## src/rtl/e_md_req.sv

```systemverilog
// rtl/e_md_req.sv - E-stage request sequencer toward the HI/LO multiply/divide unit
module e_md_req #(
   parameter int MULT_LAT = 5,
   parameter int DIV_LAT  = 10
) (
   input  logic        clk,
   input  logic        reset,
   input  logic        in_valid,
   input  logic [3:0]  in_op,
   input  logic [31:0] in_rs,
   input  logic [31:0] in_rt,
   output logic        md_req,
   output logic [3:0]  md_op,
   output logic [31:0] md_a,
   output logic [31:0] md_b,
   input  logic        md_ack,
   input  logic        md_busy,
   input  logic [31:0] md_rdata,
   output logic        stall,
   output logic        rd_valid,
   output logic [31:0] rd_data
);

   localparam int MAX_LAT = (MULT_LAT > DIV_LAT) ? MULT_LAT : DIV_LAT;
   localparam int CNT_W   = ($clog2(MAX_LAT + 1) < 5) ? 5 : $clog2(MAX_LAT + 1);

   localparam logic [3:0] OP_MULT  = 4'd1;
   localparam logic [3:0] OP_MULTU = 4'd2;
   localparam logic [3:0] OP_DIV   = 4'd3;
   localparam logic [3:0] OP_DIVU  = 4'd4;
   localparam logic [3:0] OP_MFHI  = 4'd5;
   localparam logic [3:0] OP_MFLO  = 4'd6;
   localparam logic [3:0] OP_MTHI  = 4'd7;
   localparam logic [3:0] OP_MTLO  = 4'd8;

   typedef enum logic [1:0] {
      S_IDLE,
      S_ISSUE,
      S_WAIT
   } state_t;

   state_t            state_q, state_d;
   logic [CNT_W-1:0]  cnt_q, cnt_d;
   logic              md_req_q, md_req_d;
   logic [3:0]        md_op_q, md_op_d;
   logic [31:0]       md_a_q, md_a_d;
   logic [31:0]       md_b_q, md_b_d;
   logic              rd_valid_q, rd_valid_d;
   logic [31:0]       rd_data_q, rd_data_d;

   logic              op_valid;
   logic              accept;
   logic [CNT_W-1:0]  cnt_dec;

   // Next-state, command latch, latency countdown and stall generation
   always_comb begin
      state_d    = state_q;
      cnt_d      = cnt_q;
      md_req_d   = md_req_q;
      md_op_d    = md_op_q;
      md_a_d     = md_a_q;
      md_b_d     = md_b_q;
      rd_valid_d = 1'b0;
      rd_data_d  = rd_data_q;

      op_valid = (in_op >= OP_MULT) && (in_op <= OP_MTLO);
      accept   = (state_q == S_IDLE) && in_valid && op_valid;
      // Saturating decrement: the counter parks at zero while the unit is still busy
      cnt_dec  = (cnt_q == '0) ? '0 : cnt_q - 1'b1;

      case (state_q)
         S_IDLE: begin
            if (accept) begin
               md_op_d  = in_op;
               md_a_d   = in_rs;
               md_b_d   = in_rt;
               md_req_d = 1'b1;
               state_d  = S_ISSUE;
            end
         end
         S_ISSUE: begin
            if (md_ack) begin
               md_req_d = 1'b0;
               case (md_op_q)
                  OP_MULT, OP_MULTU: begin
                     cnt_d   = CNT_W'(MULT_LAT);
                     state_d = S_WAIT;
                  end
                  OP_DIV, OP_DIVU: begin
                     cnt_d   = CNT_W'(DIV_LAT);
                     state_d = S_WAIT;
                  end
                  OP_MFHI, OP_MFLO: begin
                     rd_data_d  = md_rdata;
                     rd_valid_d = 1'b1;
                     state_d    = S_IDLE;
                  end
                  default: state_d = S_IDLE;
               endcase
            end
         end
         S_WAIT: begin
            // Leave on the cycle the count runs out, so WAIT lasts exactly LAT cycles
            cnt_d = cnt_dec;
            if ((cnt_dec == '0) && !md_busy) begin
               state_d = S_IDLE;
            end
         end
         default: state_d = S_IDLE;
      endcase

      stall = (state_q != S_IDLE) || accept;
   end

   // State and datapath registers, cleared asynchronously
   always_ff @(posedge clk or posedge reset) begin
      if (reset) begin
         state_q    <= S_IDLE;
         cnt_q      <= '0;
         md_req_q   <= 1'b0;
         md_op_q    <= 4'd0;
         md_a_q     <= 32'd0;
         md_b_q     <= 32'd0;
         rd_valid_q <= 1'b0;
         rd_data_q  <= 32'd0;
      end else begin
         state_q    <= state_d;
         cnt_q      <= cnt_d;
         md_req_q   <= md_req_d;
         md_op_q    <= md_op_d;
         md_a_q     <= md_a_d;
         md_b_q     <= md_b_d;
         rd_valid_q <= rd_valid_d;
         rd_data_q  <= rd_data_d;
      end
   end

   assign md_req   = md_req_q;
   assign md_op    = md_op_q;
   assign md_a     = md_a_q;
   assign md_b     = md_b_q;
   assign rd_valid = rd_valid_q;
   assign rd_data  = rd_data_q;

endmodule

```

## config.mk

```make
export PLATFORM = sky130hd
export DESIGN_NAME = e_md_req
export DESIGN_NICKNAME = d
export VERILOG_FILES = /design/src/rtl/e_md_req.sv
export SDC_FILE = /design/constraint.sdc
export NUM_CORES = 1
export LEC_CHECK = 0
export ABC_CLOCK_PERIOD_IN_PS = 8700
export CORE_AREA = 5 5 105 107
export DETAILED_ROUTE_END_ITERATION = 10
export DIE_AREA = 0 0 110 112
export GPL_ROUTABILITY_DRIVEN = 0
export PLACE_DENSITY_LB_ADDON = 0.2
export SLEW_MARGIN = 20
export SYNTH_ARGS = -nofsm -noshare
export SYNTH_HDL_FRONTEND = slang
export SYNTH_SLANG_ARGS = --single-unit
```

## constraint.sdc

```tcl
create_clock -name clk -period 8.7 [get_ports clk]
set_input_delay 2.175 -clock clk [delete_from_list [all_inputs] [get_ports clk]]
set_output_delay 2.175 -clock clk [all_outputs]
set_load 0.02 [all_outputs]
```

==> results.md, run 1 <==
- Pint: 0.00149 W
- Setup bufs post-CTS: 0
- Worst Setup End Kind: output port
- Clock sinks: 109
- HPWL after DPL: 8030 um
- Synthesis-to-layout area growth: 56.1%
- Pin count of the biggest net entering global routing: 81
- First-pass GRT wire length: 16,300 um
- Kind of critical path: in -> out
- Crit-path max FO: 2
- Post-Synthesis Cells: 274
- Die width: 110 um
- Antenna cells: 0
- Outcome: complete, no violations
- Minimum clock period: 6.00 ns
- Syn_area_per_cell: 15.7 um2
- CP cell instances: clkdlybuf4s50_1 -> nor3_1 -> xnor2_1 -> nand3_4 -> nand2_1 -> clkdlybuf4s50_1
- Worst VDD drop: 180 uV
- Critical path's slowest cell: clkdlybuf4s50_1
- Share of the synthesized area in the top cell type: 0.633
- Synthesized cell area: 4310 um2
- Sequential area share after synthesis: 0.633
- Crit path max-delay family: buffers and inverters
- Layout net count: 591
- WP data arrival: 3.83 ns
- Largest area contributor in the netlist: dfrtp_1
- Async SR Flop Fraction: 1.00
- CP Buf/Inv Count: 2
- Worst hold path class: reg -> reg
- DRC Markers: 0
- Pre-Repair DR Iteration Count: 4
- Measured slew at the worst slew-check pin: 0.890 ns
- RSZ-0062 raised after global routing: false
- WP data required: 6.53 ns
- Clock Latency Late Sink: 0.36 ns
- CTS resizes: 0
- Worst setup SP type: input pin
- Avg WL per Cell: 16.9 um
- Max clock buf depth: 2
- Sw Pwr: 0.000829 W
- CTS buffer count: 9
- DIE HEIGHT: 112 um
- Number of global-route vias before repair: 3,249
- Final-report hold violation count: 0
- Hold_ws: 0.510 ns
- P_leak: 2.87 nW
- Number of max-cap violations: 0
- Overall Global Routing Usage: 0.171
- CORE AREA: 10,000 um2
- Dominant synthesized flop cell: dfrtp_1
- Via count: 3,002
- Yosys cell types: 32
- Vias/cell: 4.80
- CTS Root Buffer Type: clkbuf_8
- Cell mode on critical path: clkdlybuf4s50_1
- Routed WL: 10,600 um
- Sw frac: 0.357
- Post-CTS Hold Buffers: 0
- Initial antenna violation count: 0
- Setup violators final: 0
- Port Buffers: 207
- Final Cycle Share: 0.690
- Max Fclk: 0.167 GHz
- GRT overflow: 0
- Yosys warnings: 0
- Crit-path max cell delay: 0.60 ns
- Ratio of cells with drive above 1 in the final layout: 0.263
- Row cnt: 37
- TritonCTS clock tree: yes
- Setup Skew: 0.0110 ns
- Most frequent cell after synthesis: dfrtp_1
- Relative slew slack: 0.407
- Initial Util: 0.429
- Clock power frac: 0.134
- TNS Setup: 0 ns
- Sequential cell fraction of total power: 0.371
- Post-synth EDFFs: 0
- Final ANT Viol Nets: 0
- H-tree depth: 3
- Worst-path clk slew: 0.09 ns
- 1st-iter DRT viols: 96
- Die area: 12,300 um2
- Comb pwr share: 0.495
- I/O pin total: 208
- Fin. max-slew vios: 0
- Syn nets: 380
- Pwr per Cell Area: 345 nW/um2
- Synth area leaders: dfrtp_1 63%, mux2_2 26%, buf_4 1.2%, inv_1 0.61%, nand2_1 0.61%
- Count of state elements after synthesis: 109
- Most frequent cells after synthesis: 109 x dfrtp_1, 100 x mux2_2, 7 x buf_4, 7 x inv_1, 7 x nand2_1
final cells by class:
type,instances,area [um2]
clock buffer,9,124
timing repair buffer,210,2110
fill,798,3320
multi-input combinational,148,1480
sequential,109,2730
clock inverter,7,78.8
inverter,7,28.8
tap,136,170
power by group through the flow:
stage | Sequential [W] | Combinational, W | Clock [W]
2_1_floorplan | 0.00113 | 0.000318 | 0
3_3_place_gp | 0.000857 | 0.00114 | 0
5_1_grt | 0.000893 | 0.00122 | 0.000346
6_report | 0.000860 | 0.00115 | 0.000311
4_1_cts | 0.000862 | 0.00117 | 0.000327
3_5_place_dp | 0.000873 | 0.00116 | 0
worst paths after layout:
check	from	to	slack [ns]	depth (start not counted)
worst max-delay path	in_op[0]	stall	2.70	6
worst min-delay path	rd_data[24]$_DFFE_PP0P_	rd_data[24]$_DFFE_PP0P_	0.51	1
worst max register to register	state_q[1]$_DFFE_PP0P_	rd_data[0]$_DFFE_PP0P_	6.54	3
worst min register to register	rd_data[24]$_DFFE_PP0P_	rd_data[24]$_DFFE_PP0P_	0.51	1
max in group asynchronous	reset	rd_data[22]$_DFFE_PP0P_	5.52	4
min in group asynchronous	reset	md_b[21]$_DFFE_PP0P_	2.14	2
flip-flops by register name, indices dropped and copies added (netlist names):
| name | flops |
|---|---|
| md_a | 32 |
| md_b | 32 |
| rd_data | 32 |
| cnt_q | 5 |
| md_op | 4 |
| state_q | 2 |
| md_req | 1 |
| rd_valid | 1 |
logic make-up (layout without fill, tap and decap cells):
logic type	Yosys count	after routing	synth area share
simple gates	25	25	0.0349
mux	103	103	0.269
compound gates	16	16	0.0293
buf+inv	17	233	0.0247
fa+ha+maj	1	1	0.00290
xor+xnor	3	3	0.00610
flops	109	109	0.633
routing by layer:
layer  vias up  track usage  wire length (um)
li1       1388            -                 -
met1      1442        0.186              3750
met2       152        0.278              5130
met3        20       0.0875              1450
met4         0       0.0698               231
met5         -            0                 0
stage by stage:
step | util | power [W] | setup WS, ns | instance area (um2) | instances
global placement | 0.647 | 0.00200 | 2.70 | 6490 | 609
detailed placement | 0.647 | 0.00203 | 2.68 | 6490 | 609
CTS | 0.667 | 0.00235 | 2.68 | 6700 | 625
floorplan | - | 0.00145 | 3.46 | 4310 | 274
global route | 0.669 | 0.00246 | 2.61 | 6730 | 626
finish | 0.669 | 0.00232 | 2.70 | 6730 | 626
placed cells by master (no fill, tap or decap), types with 2 or more instances in the layout:
| cell type | netlist | final |
|---|---|---|
| clkdlybuf4s50_1 | 0 | 207 |
| dfrtp_1 | 109 | 109 |
| mux2_2 | 100 | 100 |
| clkbuf_8 | 0 | 9 |
| nand2_1 | 7 | 7 |
| inv_1 | 7 | 6 |
| o21ai_0 | 5 | 5 |
| nor3_1 | 4 | 4 |
| nor2_1 | 4 | 4 |
| inv_6 | 0 | 4 |
| xnor2_1 | 2 | 2 |
| nand3b_1 | 2 | 2 |
| o21bai_1 | 2 | 2 |
| mux2_1 | 2 | 2 |
| a21oi_1 | 2 | 2 |
| buf_4 | 7 | 2 |
(Power assumes the default switching activity.)
==> inputs of run 2 (changes only) <==
- ABC_CLOCK_PERIOD_IN_PS: 8700 -> 6150
- CORE_AREA: 5 5 105 107 -> 5 5 109 111
- DIE_AREA: 0 0 110 112 -> 0 0 114 116
- clock period: 8.7 -> 6.15 ns (I/O delays scaled with it)
==> results.md, run 2 (same netlist as run 1, synthesis figures left out) <==
- Clock sinks: 109 (unchanged)
- Die width: 114 um (+3.6%)
- CP cell instances: clkdlybuf4s50_1 -> nor3_1 -> xnor2_1 -> nand3_2 -> nand2_1 -> clkdlybuf4s50_1
- Critical path's slowest cell: clkdlybuf4s50_1
- Storage cell area: 2730 um2 (unchanged)
- DIE HEIGHT: 116 um (+3.6%)
- Worst Setup End Kind: output port
- Most frequent cells in the layout: 207 x clkdlybuf4s50_1, 109 x dfrtp_1, 100 x mux2_2
- TNS Setup: 0 ns (unchanged)
- 1st-iter DRT viols: 107 (+11%)
- Number of global-route vias before repair: 3,303 (+1.7%)
- I/O pin total: 208 (unchanged)
- Worst hold path class: reg -> reg
- Clock Latency Late Sink: 0.35 ns (about the same)
- Crit path max-delay family: buffers and inverters
- Multi-input logic area: 1470 um2 (-0.51%)
- DRC Markers: 0 (unchanged)
- Setup violators final: 0 (unchanged)
- Setup Skew: 0.00814 ns (-0.00286 ns)
- WP data arrival: 3.11 ns (-0.72 ns)
- RSZ-0062 raised after global routing: false
- Final Cycle Share: 0.755
- H-tree depth: 3 (unchanged)
- Port Buffers: 207 (unchanged)
- Most common cell after layout, fill and taps aside: clkdlybuf4s50_1
- Worst VDD drop: 276 uV (+54%)
- Outcome: complete, no violations
- Avg WL per Cell: 16.4 um (-2.7%)
- CTS resizes: 0 (unchanged)
- Post-CTS Hold Buffers: 0 (unchanged)
- Die area: 13,200 um2 (+7.3%)
- Setup bufs post-CTS: 0 (unchanged)
- Worst-path clk slew: 0.09 ns (about the same)
- WP data required: 4.61 ns (-1.92 ns)
- Via count: 2,946 (-1.9%)
- Fin. max-slew vios: 0 (unchanged)
- Filler Cell Count: 856 (+7.3%)
- R2r setup slk: 4.08 ns (-2.46 ns)
- HPWL after DPL: 7820 um (-2.5%)
- CTS buffer count: 9 (unchanged)
- TritonCTS clock tree: yes
- Pre-Repair DR Iteration Count: 6 (+2)
- Max clock buf depth: 2 (unchanged)
- Kind of critical path: in -> out
- Final-report hold violation count: 0 (unchanged)
- Antenna cells: 0 (unchanged)
- Cell mode on critical path: clkdlybuf4s50_1
- Pin count of the biggest net entering global routing: 71 (-12%)
- Ratio of cells with drive above 1 in the final layout: 0.262 (-0.00151)
- Final ANT Viol Nets: 0 (unchanged)
- CP Buf/Inv Count: 2 (unchanged)
- Layout net count: 590 (-0.17%)
- Synthesis-to-layout area growth: 56.1% (about the same)
- CTS Root Buffer Type: clkbuf_8
- Max Fclk: 0.215 GHz
- Worst setup SP type: input pin
- Vias/cell: 4.68 (-2.3%)
- Minimum clock period: 4.64 ns
- First-pass GRT wire length: 16,500 um (+1.2%)
- CORE AREA: 10,700 um2 (+6.5%)
- Pwr per Cell Area: 493 nW/um2 (+43%)
- Measured slew at the worst slew-check pin: 0.868 ns (-0.0214 ns)
- GRT overflow: 0 (unchanged)
- Crit-path max FO: 2 (unchanged)
- Relative slew slack: 0.421 (+0.0143)
- Row cnt: 38 (+2.7%)
- Crit-path max cell delay: 0.59 ns (about the same)
- Overall Global Routing Usage: 0.158 (-0.0130)
- P_leak: 2.86 nW (-0.36%)
- Routed WL: 10,300 um (-2.3%)
- Hold_ws: 0.511 ns (+0.000240 ns)
- Initial antenna violation count: 0 (unchanged)
- Number of max-cap violations: 0 (unchanged)
- Initial Util: 0.403 (-0.0261)
run 2: layout make-up:
| cell class | instances | area share |
|---|---|---|
| clock buffer | 11 | 0.0225 |
| inverter | 7 | 0.00428 |
| timing repair buffer | 209 | 0.310 |
| clock inverter | 5 | 0.0123 |
| tap | 140 | 0.0260 |
| sequential | 109 | 0.406 |
| multi-input combinational | 148 | 0.219 |
run 2: report_power, final:
group	leakage [nW]	internal, W	switching, W
combinational	1.42	0.000877	0.000738
sequential	1.34	0.00104	0.000186
clock	0.108	0.000252	0.000230
total	2.86	0.00216	0.00115
run 2: metrics by stage:
step	cells	area, um2	worst slack (ns)	total power [W]	utilization
3_5_place_dp	613	6490	1.48	0.00287	0.607
3_3_place_gp	613	6490	1.50	0.00283	0.607
6_report	629	6730	1.51	0.00332	0.629
5_1_grt	629	6730	1.40	0.00352	0.629
4_1_cts	629	6730	1.48	0.00337	0.629
2_1_floorplan	274	4310	1.74	0.00205	-
run 2: routing by layer:
metal / up-vias / global-route usage / part of all wire
li1: 1379 / - / -
met3: 14 / 0.0809 / 0.13
met4: 0 / 0.0594 / 0.016
met1: 1418 / 0.188 / 0.39
met5: - / 0 / 0
met2: 135 / 0.246 / 0.46
run 2: path summary, 6_finish.rpt:
path | endpoint | startpoint | cells after the start
max | stall | in_op[1] | 6
min reg2reg | rd_data[12]$_DFFE_PP0P_ | rd_data[12]$_DFFE_PP0P_ | 1
min | rd_data[12]$_DFFE_PP0P_ | rd_data[12]$_DFFE_PP0P_ | 1
max in group asynchronous | rd_data[15]$_DFFE_PP0P_ | reset | 3
max reg2reg | rd_data[21]$_DFFE_PP0P_ | md_op[3]$_DFFE_PP0P_ | 3
min in group asynchronous | rd_valid$_DFF_PP0_ | reset | 2
==> inputs of run 3 (changes only) <==
- ABC_CLOCK_PERIOD_IN_PS: 6150 -> 3800
- CORE_AREA: 5 5 109 111 -> 5 5 114 116
- DIE_AREA: 0 0 114 116 -> 0 0 119 121
- clock period: 6.15 -> 3.8 ns (I/O delays scaled with it)
==> results.md, run 3 (same netlist as run 1, synthesis figures left out) <==
- CTS buffer count: 9 (unchanged)
- Layout net count: 591 (+0.17%)
- I/O pin total: 208 (unchanged)
- Number of global-route vias before repair: 3,187 (-3.5%)
- CORE AREA: 11,800 um2 (+10%)
- Initial Util: 0.365 (-0.0380)
- Avg WL per Cell: 17.0 um (+3.4%)
- Antenna cells: 0 (unchanged)
- Overall Global Routing Usage: 0.149 (-0.00838)
- CTS resizes: 0 (unchanged)
- Worst hold path class: reg -> reg
- Most frequent cells in the layout: 207 x clkdlybuf4s50_1, 109 x dfrtp_1, 100 x mux2_2
- Setup violators final: 0 (unchanged)
- HPWL after DPL: 8130 um (+3.9%)
- Setup WS post-layout: 0.277 ns (-1.23 ns)
- Die area: 14,400 um2 (+8.9%)
- Crit path from: in_op[1]
- WP data arrival: 2.57 ns (-0.54 ns)
- Reg2reg start: md_op[3]$_DFFE_PP0P_
- Kind of critical path: in -> out
- Max clock buf depth: 2 (unchanged)
- Crit-path max FO: 2 (unchanged)
- H-tree depth: 3 (unchanged)
- Measured slew at the worst slew-check pin: 0.901 ns (+0.0322 ns)
- RSZ-0062 raised after global routing: false
- Vias/cell: 4.73 (+0.91%)
- Worst-path clk slew: 0.07 ns (-0.02 ns)
- DR top layer: met4
- Synthesis-to-layout area growth: 58.8%
- P_leak: 2.91 nW (+1.8%)
- DRC Markers: 0 (unchanged)
- Routed WL: 10,800 um (+4.5%)
- 1st-iter DRT viols: 127 (+19%)
- Number of max-cap violations: 0 (unchanged)
- First-pass GRT wire length: 17,000 um (+2.7%)
- Worst setup SP type: input pin
- Most common cell after layout, fill and taps aside: clkdlybuf4s50_1
- Setup Skew: 0.00302 ns (-0.00512 ns)
- Fin. max-slew vios: 0 (unchanged)
- Routed wire length on met2: 4870 um (+2.1%)
- Met3 wire length: 1320 um (-3.2%)
- Pwr per Cell Area: 809 nW/um2 (+64%)
- Relative slew slack: 0.400 (-0.0215)
- Via count: 3,006 (+2.0%)
- GRT overflow: 0 (unchanged)
- Post-CTS Hold Buffers: 0 (unchanged)
- Pre-Repair DR Iteration Count: 4 (-2)
- Setup bufs post-CTS: 0 (unchanged)
- Outcome: complete, no violations
- Final Cycle Share: 0.927
- Crit path to: stall
- R2r setup slk: 1.70 ns (-2.38 ns)
- Worst VDD drop: 431 uV (+56%)
- Reg2reg end: rd_data[29]$_DFFE_PP0P_
- Met1 Wirelength: 4430 um (+10%)
- Ratio of cells with drive above 1 in the final layout: 0.260 (-0.00204)
- Row cnt: 40 (+5.3%)
- Final ANT Viol Nets: 0 (unchanged)
- Clock Latency Late Sink: 0.34 ns (about the same)
- Minimum clock period: 3.52 ns
- Clock sinks: 109 (unchanged)
- DIE HEIGHT: 121 um (+4.3%)
- Initial antenna violation count: 0 (unchanged)
- WP data required: 2.85 ns (-1.76 ns)
- TNS Setup: 0 ns (unchanged)
- TritonCTS clock tree: yes
- CTS Root Buffer Type: clkbuf_16
- Die width: 119 um (+4.4%)
- R2r worst-path depth: 3 (unchanged)
- Port Buffers: 207 (unchanged)
- Pin count of the biggest net entering global routing: 71 (unchanged)
- Pre-CTS setup slack: 0.254 ns (-1.23 ns)
- Final-report hold violation count: 0 (unchanged)
- Worst Setup End Kind: output port
- Max Fclk: 0.284 GHz
## run 3: worst max-delay path: stages
cell and delay, ns:
clkdlybuf4s50_1 0.43, nor3_1 0.23, xnor2_1 0.20, nand3_4 0.09
nand2_1 0.07, clkdlybuf4s50_1 0.60
## run 3: worst min-delay path by stage
stage	from	end	slack, ns	cells past startpoint
final	md_a[14]$_DFFE_PP0P_	md_a[14]$_DFFE_PP0P_	0.50	1
after detailed placement	rd_data[28]$_DFFE_PP0P_	rd_data[28]$_DFFE_PP0P_	0.49	1
after global placement	rd_data[26]$_DFFE_PP0P_	rd_data[26]$_DFFE_PP0P_	0.49	1
after CTS	rd_data[28]$_DFFE_PP0P_	rd_data[28]$_DFFE_PP0P_	0.51	1
after global routing	rd_data[28]$_DFFE_PP0P_	rd_data[28]$_DFFE_PP0P_	0.51	1
after floorplan	cnt_q[1]$_DFFE_PP0P_	cnt_q[1]$_DFFE_PP0P_	0.49	1
## run 3: cell type report
type / instances / area (um2)
fillers: 1022 / 4970
inverters: 7 / 30.0
clock buffers: 15 / 298
well taps: 147 / 184
repair buffers: 210 / 2120
flip-flops and latches: 109 / 2730
multi-input cells: 148 / 1480
## run 3: per-stage QoR
step	util	hold WS (ns)	instance area, um2	cells	total power (W)
finish	0.579	0.502	6840	636	0.00553
global route	0.579	0.511	6840	636	0.00585
CTS	0.579	0.507	6840	636	0.00562
detailed placement	0.554	0.492	6540	621	0.00467
global placement	0.554	0.486	6540	621	0.00461
floorplan	-	0.488	4310	274	0.00332
## run 3: per-layer routing
metal / vias up / global-route usage
met5: - / 0
met4: 0 / 0.0565
met3: 9 / 0.0802
met2: 149 / 0.224
met1: 1464 / 0.182
li1: 1384 / -
## run 3: power by group
part / total, W / switching (W) / internal, W
sequential: 0.00198 / 0.000298 / 0.00168
combinational: 0.00264 / 0.00121 / 0.00142
clock: 0.000917 / 0.000386 / 0.000531
